## src/rtl/cnn_pkg.sv

```systemverilog
// Shared definitions for the CNN frame sequencer: FSM encoding, frame geometry
// and a constant-width helper.
package cnn_pkg;

  typedef enum logic [2:0] {
    ST_IDLE   = 3'd0,
    ST_CLEAR  = 3'd1,
    ST_STREAM = 3'd2,
    ST_DRAIN  = 3'd3,
    ST_DONE   = 3'd4
  } state_e;

  localparam int         IMG_PIXELS    = 784;
  localparam logic [3:0] DECISION_NONE = 4'hF;

  // Bits needed to hold values 0..v-1.
  function automatic int clog2(input int v);
    int r;
    r = 0;
    while ((1 << r) < v) r++;
    return r;
  endfunction

endpackage

```

## src/rtl/cnn_frame_stats.sv

```systemverilog
// Saturating completed-frame and hit counters; a clear beats a same-cycle increment.
module cnn_frame_stats #(
  parameter int STAT_BITS = 16
) (
  input  logic                 i_clk,
  input  logic                 i_rst_n,
  input  logic                 i_clr,
  input  logic                 i_inc,
  input  logic                 i_hit,
  output logic [STAT_BITS-1:0] o_frame_cnt,
  output logic [STAT_BITS-1:0] o_hit_cnt
);

  localparam logic [STAT_BITS-1:0] CNT_MAX = '1;
  localparam logic [STAT_BITS-1:0] CNT_ONE = STAT_BITS'(1);

  logic [STAT_BITS-1:0] r_frame_cnt;
  logic [STAT_BITS-1:0] r_hit_cnt;

  always_ff @(posedge i_clk or negedge i_rst_n) begin
    if (!i_rst_n) begin
      r_frame_cnt <= '0;
      r_hit_cnt   <= '0;
    end else if (i_clr) begin
      r_frame_cnt <= '0;
      r_hit_cnt   <= '0;
    end else if (i_inc) begin
      if (r_frame_cnt != CNT_MAX)          r_frame_cnt <= r_frame_cnt + CNT_ONE;
      if (i_hit && (r_hit_cnt != CNT_MAX)) r_hit_cnt   <= r_hit_cnt + CNT_ONE;
    end
  end

  assign o_frame_cnt = r_frame_cnt;
  assign o_hit_cnt   = r_hit_cnt;

endmodule

```

## src/rtl/cnn_frame_sequencer.sv

```systemverilog
// Frame controller: clears the CNN, streams one image from pixel RAM into conv1,
// then waits (with timeout) for the comparator decision and reports it.
module cnn_frame_sequencer
  import cnn_pkg::*;
#(
  parameter int IMG_PIXELS = cnn_pkg::IMG_PIXELS,
  parameter int ADDR_BITS  = 20,
  parameter int CLR_CYCLES = 2,
  parameter int TIMEOUT    = 4096,
  parameter int STAT_BITS  = 16
) (
  input  logic                 i_clk,
  input  logic                 i_rst_n,
  input  logic                 i_start,
  input  logic [ADDR_BITS-1:0] i_img_base,
  input  logic [3:0]           i_label,
  input  logic                 i_abort,
  input  logic                 i_clr_stats,
  output logic [ADDR_BITS-1:0] o_pix_addr,
  output logic                 o_pix_rd_en,
  input  logic [7:0]           i_pix_rdata,
  output logic                 o_cnn_rst_n,
  output logic [7:0]           o_data_in,
  input  logic                 i_dec_valid,
  input  logic [3:0]           i_dec_in,
  output logic                 o_busy,
  output logic                 o_done,
  output logic [3:0]           o_decision,
  output logic                 o_match,
  output logic                 o_timeout,
  output logic [STAT_BITS-1:0] o_frame_cnt,
  output logic [STAT_BITS-1:0] o_hit_cnt
);

  localparam int PIX_W = clog2(IMG_PIXELS + 1);
  localparam int TO_W  = (TIMEOUT > 1)    ? clog2(TIMEOUT)    : 1;
  localparam int CLR_W = (CLR_CYCLES > 1) ? clog2(CLR_CYCLES) : 1;

  localparam logic [PIX_W-1:0]     LAST_PIX = PIX_W'(IMG_PIXELS - 1);
  localparam logic [PIX_W-1:0]     LAST_RD  = PIX_W'(IMG_PIXELS - 2);
  localparam logic [PIX_W-1:0]     PIX_ONE  = PIX_W'(1);
  localparam logic [TO_W-1:0]      TO_LAST  = TO_W'(TIMEOUT - 1);
  localparam logic [TO_W-1:0]      TO_ONE   = TO_W'(1);
  localparam logic [CLR_W-1:0]     CLR_LAST = CLR_W'(CLR_CYCLES - 1);
  localparam logic [CLR_W-1:0]     CLR_ONE  = CLR_W'(1);
  localparam logic [ADDR_BITS-1:0] ADDR_ONE = ADDR_BITS'(1);

  state_e               r_state;
  logic [ADDR_BITS-1:0] r_base;
  logic [3:0]           r_label;
  logic [ADDR_BITS-1:0] r_pix_addr;
  logic                 r_rd_en;
  logic                 r_cnn_rst_n;
  logic [PIX_W-1:0]     r_pix_idx;
  logic [CLR_W-1:0]     r_clr_cnt;
  logic [TO_W-1:0]      r_drain_cnt;
  logic                 r_done;
  logic [3:0]           r_decision;
  logic                 r_match;
  logic                 r_timeout;

  logic [CLR_W-1:0]     w_clr_next;
  logic                 w_abort;

  assign w_clr_next = r_clr_cnt + CLR_ONE;
  assign w_abort    = i_abort && (r_state inside {ST_CLEAR, ST_STREAM, ST_DRAIN});

  always_ff @(posedge i_clk or negedge i_rst_n) begin
    if (!i_rst_n) begin
      r_state     <= ST_IDLE;
      r_base      <= '0;
      r_label     <= '0;
      r_pix_addr  <= '0;
      r_rd_en     <= 1'b0;
      r_cnn_rst_n <= 1'b0;
      r_pix_idx   <= '0;
      r_clr_cnt   <= '0;
      r_drain_cnt <= '0;
      r_done      <= 1'b0;
      r_decision  <= DECISION_NONE;
      r_match     <= 1'b0;
      r_timeout   <= 1'b0;
    end else if (w_abort) begin
      r_state     <= ST_IDLE;
      r_rd_en     <= 1'b0;
      r_cnn_rst_n <= 1'b0;
      r_decision  <= DECISION_NONE;
      r_match     <= 1'b0;
      r_timeout   <= 1'b0;
    end else begin
      case (r_state)
        ST_IDLE: begin
          r_cnn_rst_n <= 1'b0;
          if (i_start) begin
            r_base    <= i_img_base;
            r_label   <= i_label;
            r_clr_cnt <= '0;
            r_state   <= ST_CLEAR;
            if (CLR_CYCLES == 1) begin
              r_rd_en    <= 1'b1;
              r_pix_addr <= i_img_base;
            end
          end
        end
        ST_CLEAR: begin
          r_clr_cnt <= w_clr_next;
          // Pixel 0 is fetched during the final clear cycle so it lands as streaming begins.
          if (w_clr_next == CLR_LAST) begin
            r_rd_en    <= 1'b1;
            r_pix_addr <= r_base;
          end
          if (r_clr_cnt == CLR_LAST) begin
            r_state     <= ST_STREAM;
            r_cnn_rst_n <= 1'b1;
            r_pix_idx   <= '0;
            r_rd_en     <= 1'b1;
            r_pix_addr  <= r_pix_addr + ADDR_ONE;
          end
        end
        ST_STREAM: begin
          if (r_pix_idx == LAST_PIX) begin
            r_state     <= ST_DRAIN;
            r_drain_cnt <= '0;
            r_rd_en     <= 1'b0;
          end else begin
            r_pix_idx <= r_pix_idx + PIX_ONE;
            r_rd_en   <= (r_pix_idx < LAST_RD);
            if (r_pix_idx < LAST_RD) r_pix_addr <= r_pix_addr + ADDR_ONE;
          end
        end
        ST_DRAIN: begin
          if (i_dec_valid) begin
            r_decision  <= i_dec_in;
            r_match     <= (i_dec_in == r_label);
            r_timeout   <= 1'b0;
            r_done      <= 1'b1;
            r_cnn_rst_n <= 1'b0;
            r_state     <= ST_DONE;
          end else if (r_drain_cnt == TO_LAST) begin
            r_decision  <= DECISION_NONE;
            r_match     <= 1'b0;
            r_timeout   <= 1'b1;
            r_done      <= 1'b1;
            r_cnn_rst_n <= 1'b0;
            r_state     <= ST_DONE;
          end else begin
            r_drain_cnt <= r_drain_cnt + TO_ONE;
          end
        end
        ST_DONE: begin
          r_done  <= 1'b0;
          r_state <= ST_IDLE;
        end
        default: r_state <= ST_IDLE;
      endcase
    end
  end

  cnn_frame_stats #(.STAT_BITS(STAT_BITS)) u_stats (
    .i_clk       (i_clk),
    .i_rst_n     (i_rst_n),
    .i_clr       (i_clr_stats),
    .i_inc       (r_state == ST_DONE),
    .i_hit       (r_match),
    .o_frame_cnt (o_frame_cnt),
    .o_hit_cnt   (o_hit_cnt)
  );

  // RAM data is already one cycle behind the address, so it feeds conv1 directly.
  assign o_data_in   = (r_state == ST_STREAM) ? i_pix_rdata : 8'h00;
  assign o_pix_addr  = r_pix_addr;
  assign o_pix_rd_en = r_rd_en;
  assign o_cnn_rst_n = r_cnn_rst_n;
  assign o_busy      = (r_state != ST_IDLE);
  assign o_done      = r_done;
  assign o_decision  = r_decision;
  assign o_match     = r_match;
  assign o_timeout   = r_timeout;

endmodule
```

## config.mk

```make
export PLATFORM = sky130hd
export DESIGN_NAME = cnn_frame_sequencer
export DESIGN_NICKNAME = d
export VERILOG_FILES = /design/src/rtl/cnn_pkg.sv /design/src/rtl/cnn_frame_stats.sv /design/src/rtl/cnn_frame_sequencer.sv
export SDC_FILE = /design/constraint.sdc
export NUM_CORES = 1
export LEC_CHECK = 0
export ABC_AREA = 1
export BUFFER_PORTS_ARGS = -buffer_cell sky130_fd_sc_hd__buf_2
export CELL_PAD_IN_SITES_DETAIL_PLACEMENT = 1
export CELL_PAD_IN_SITES_GLOBAL_PLACEMENT = 1
export CORE_MARGIN = 5
export CORE_UTILIZATION = 42
export CTS_BUF_LIST = sky130_fd_sc_hd__clkbuf_4 sky130_fd_sc_hd__clkbuf_8
export CTS_CLUSTER_DIAMETER = 40
export DETAILED_ROUTE_END_ITERATION = 6
export PLACE_DENSITY = 0.9
export SYNTH_ARGS = -nofsm -noshare
export SYNTH_HDL_FRONTEND = slang
export SYNTH_HIERARCHICAL = 1
export SYNTH_SLANG_ARGS = --single-unit
```

## constraint.sdc

```tcl
create_clock -name i_clk -period 2.2 [get_ports i_clk]
set_clock_uncertainty 0.1 [all_clocks]
set_input_delay 0.22 -clock i_clk [delete_from_list [all_inputs] [get_ports i_clk]]
set_output_delay 0.22 -clock i_clk [all_outputs]
set_load 0.05 [all_outputs]
```

==> results.md <==
* Run status: completed
* Nets@finish at 1098
* Worst path top cell family by delay: simple AND/OR/NAND/NOR gates
* Critical path launch point type: flop
* Crit path required time at 2.43 ns
* First-pass GRT wire length at 34600 µm
* Area Overhead vs Synth at 19.7%
* Hold Path Stages at 3
* Synth Flop Type: dfrtp_1
* R2R cell count at 10
* Slew Limit Headroom at 0.631
* CP Cell Sequence: ha_1 -> nand3_2 -> inv_2 -> nand2_2 -> nor2_4 -> nor2_4 -> buf_4 -> nor2_8 -> nand2_1 -> nand2_1
* Setup TNS at 0 ns
* CP max stage delay at 0.43 ns
* Setup Viol. Count Final at 0
* Max-slew violations at 0
* CTS Buffer Depth at 2
* R2R Setup Slk at 0.20 ns
* EDFF count, synth at 0
* #FFs+latches synth at 111
* Worst hold start: i_label[0]
* CP max FO at 16
* CP Class: reg2reg
* Vias in the first global route at 6984
* Synth Cell Area at 6670 µm²
* Fin crit share at 0.907
* H-tree Lvls at 3
* Mux cell area share after synthesis at 0.0287
* CTS Sinks at 111
* Initial DRC Count at 366
* Post-Place Worst Slack at 0.210 ns
* Die Width at 136 µm
* Cell with the most instances after synthesis: nand2_1
* Worst R2R End: u_stats/o_hit_cnt[8]
* Io pins at 112
* Register area share after synthesis at 0.417
* Area of the die at 18500 µm²
* Syn Inst Count at 909
* CTS tree: built
* Pwr Total at 8.39 mW
* # rows at 46
* Top Metal Used: met4
* Area contributors post-synth: dfrtp_1 40%, nand2_1 17%, nor2_1 6.6%
* Most frequent cells after synthesis: 294 x nand2_1, 118 x nor2_1, 107 x dfrtp_1
* Synth Area in XOR/XNOR at 0.0262
* PD cells at 1050 nW/µm²
* WHS Endpoint: r_label[0]
* Routed via count at 6666
* Worst Hold Class: in2reg
* Drt wl/cell at 16.6 µm
* DR WL met3 at 764 µm
* Antenna violations before repair at 1
* DP HPWL at 15500 µm
* Final GP Congestion at 0.854
* Synth cell types at 40
* TritonCTS buffer count at 9
* GRT overflow at 0
* Final hold viol count at 0
* Synth top area share at 0.401
* GRT Util Overall at 0.234
* Reg clk slew, reported paths at 0.11 ns
* Simple-Gate Fraction of Synth Area at 0.376
* Share of layout cells above drive strength 1 at 0.197
* Syn avg cell area at 7.34 µm²
* Leakage at 3.95 nW
* Slowest stage cell on the critical path: dfrtp_1
* Skew-Pair Late Insertion Delay at 0.39 ns
* Core Area at 15700 µm²
* Yosys warning count at 6
* Compound-Gate Fraction of Synth Area at 0.0697
* FFs w/ async S/R, synth at 1.00
* Port bufs at 111
* Reg-to-Reg Start: u_stats/o_hit_cnt[1]
* Post-Syn Nets at 956
* Min Tclk post-route at 2.00 ns
* Worst Tran Pin Value at 0.553 ns
* Initial Utilization at 0.425
* DRC Markers at 0
* Max IR drop VDD at 0.506 mV
* CP Buf/Inv Count at 2
* Max-Cap Viols at 0
* Arr. time, crit path at 2.22 ns
* First-pass DRT Iterations at 4
* Met2 WL post-DR at 10800 µm
* DIE HEIGHT at 136 µm
* Synth Area in Adders at 0.00937
* Setup WS post-layout at 0.204 ns
* Drt via density at 5.24
* Wl on met1 at 8950 µm
* Final ANT Viol Nets at 0
* Main combinational cell family by area after synthesis: simple AND/OR/NAND/NOR gates
* Clk root buf: clkbuf_8
* Synth area leader: dfrtp_1
* Peak Freq at 0.501 GHz
* Largest net degree at the start of global routing at 40
* Total length of routed wires at 21100 µm
* Setup crit end kind: flop
==> where the power goes <==
group	internal, mW	total (mW)	leakage, nW	switching, mW
logic	1.10	3.82	2.40	2.73
clock network	0.696	1.41	0.117	0.712
registers	2.59	3.16	1.43	0.564
==> area by class of cell <==
class                      count  area, µm²
antenna                        1       2.50
tap                          216        270
fill                        2032       7720
inverter                      92        345
sequential                   111       2780
timing repair buffer         149        946
clock inverter                 4       70.1
clock buffer                  12        153
multi-input combinational    688       3420
==> registers in the layout, indices dropped and copies added, names as in the netlist, 3 cells and up <==
name	count
r_label	4
r_state	3
r_drain_cnt	12
o_decision	4
o_pix_addr	20
r_pix_idx	10
r_base	20
u_stats/o_hit_cnt	16
u_stats/o_frame_cnt	16
==> cells by family (layout without fill, tap and decap cells) <==
family | Yosys count | count (layout)
DFF | 111 | 111
AOI/OAI and AO/OA | 80 | 80
other | 0 | 1
buffers and inverters | 110 | 257
and+or+nand+nor | 566 | 566
xor gates and xnor gates | 20 | 20
muxes | 17 | 17
adders and majority gates | 5 | 5
==> layout by cell type (no fill, tap or decap), types with 4 or more instances in the layout <==
| cell | n |
|---|---|
| o21ai_2 | 4 |
| xnor2_1 | 4 |
| o21bai_1 | 7 |
| dfstp_2 | 4 |
| o211ai_1 | 4 |
| xor2_1 | 16 |
| a21oi_1 | 17 |
| buf_4 | 10 |
| mux2_1 | 4 |
| dlygate4sd3_1 | 26 |
| inv_2 | 7 |
| nor2_2 | 7 |
| inv_1 | 85 |
| clkbuf_8 | 10 |
| nand3b_1 | 9 |
| nor2_1 | 118 |
| nor2_4 | 8 |
| nand2_1 | 294 |
| mux2_2 | 13 |
| nand2_4 | 4 |
| o21ai_0 | 36 |
| nor3_1 | 8 |
| ha_1 | 5 |
| buf_2 | 110 |
| o21ai_1 | 6 |
| or2_2 | 7 |
| nand2_2 | 9 |
| nand3_1 | 65 |
| dfrtp_1 | 107 |
| nand4_1 | 28 |
==> stage by stage <==
stage               std cells   util  hold slack, ns  area, µm²
floorplan                 909      -          -0.176       6670
global placement         1230  0.477           0.136       7490
detailed placement       1230  0.477           0.145       7490
CTS                      1272  0.507        0.000695       7970
global route             1273  0.509          0.0118       7990
finish                   1273  0.509          0.0242       7990
==> timing repair <==
| action | 4_1_cts | 5_1_grt |
|---|---|---|
| hold buffers | 26 | 0 |
| endpoints found under the setup margin | 0 | 12 |
| endpoints found under the hold margin | 57 | 0 |
| resized for setup | 0 | 3 |
| buffers inserted | 0 | 0 |
==> worst reg2reg max path, delay by kind of cell, from the launching register on <==
| kind | cells | cell delay, ns |
|---|---|---|
| flops | 1 | 0.43 |
| fa+ha+maj | 1 | 0.29 |
| buf+inv | 2 | 0.29 |
| simple gates | 7 | 0.83 |
==> routing by layer <==
metal,global-route usage,vias up
met5,0,-
met4,0.0941,0
met3,0.0311,42
met2,0.412,150
met1,0.288,3283
li1,-,3191
==> worst max path at each step <==
stage | from | endpoint | slack (ns) | cells past startpoint
2_1_floorplan | u_stats/o_hit_cnt[1] | u_stats/o_hit_cnt[2] | 0.18 | 10
5_1_grt | r_pix_idx[4] | o_pix_addr[8] | -0.02 | 9
6_report | u_stats/o_hit_cnt[1] | u_stats/o_hit_cnt[8] | 0.20 | 10
3_3_place_gp | r_pix_idx[4] | o_pix_addr[8] | 0.33 | 9
4_1_cts | u_stats/o_frame_cnt[0] | u_stats/o_frame_cnt[8] | 0.16 | 10
3_5_place_dp | u_stats/o_frame_cnt[0] | u_stats/o_frame_cnt[7] | 0.21 | 10
Power figures use the tool's default switching activity.
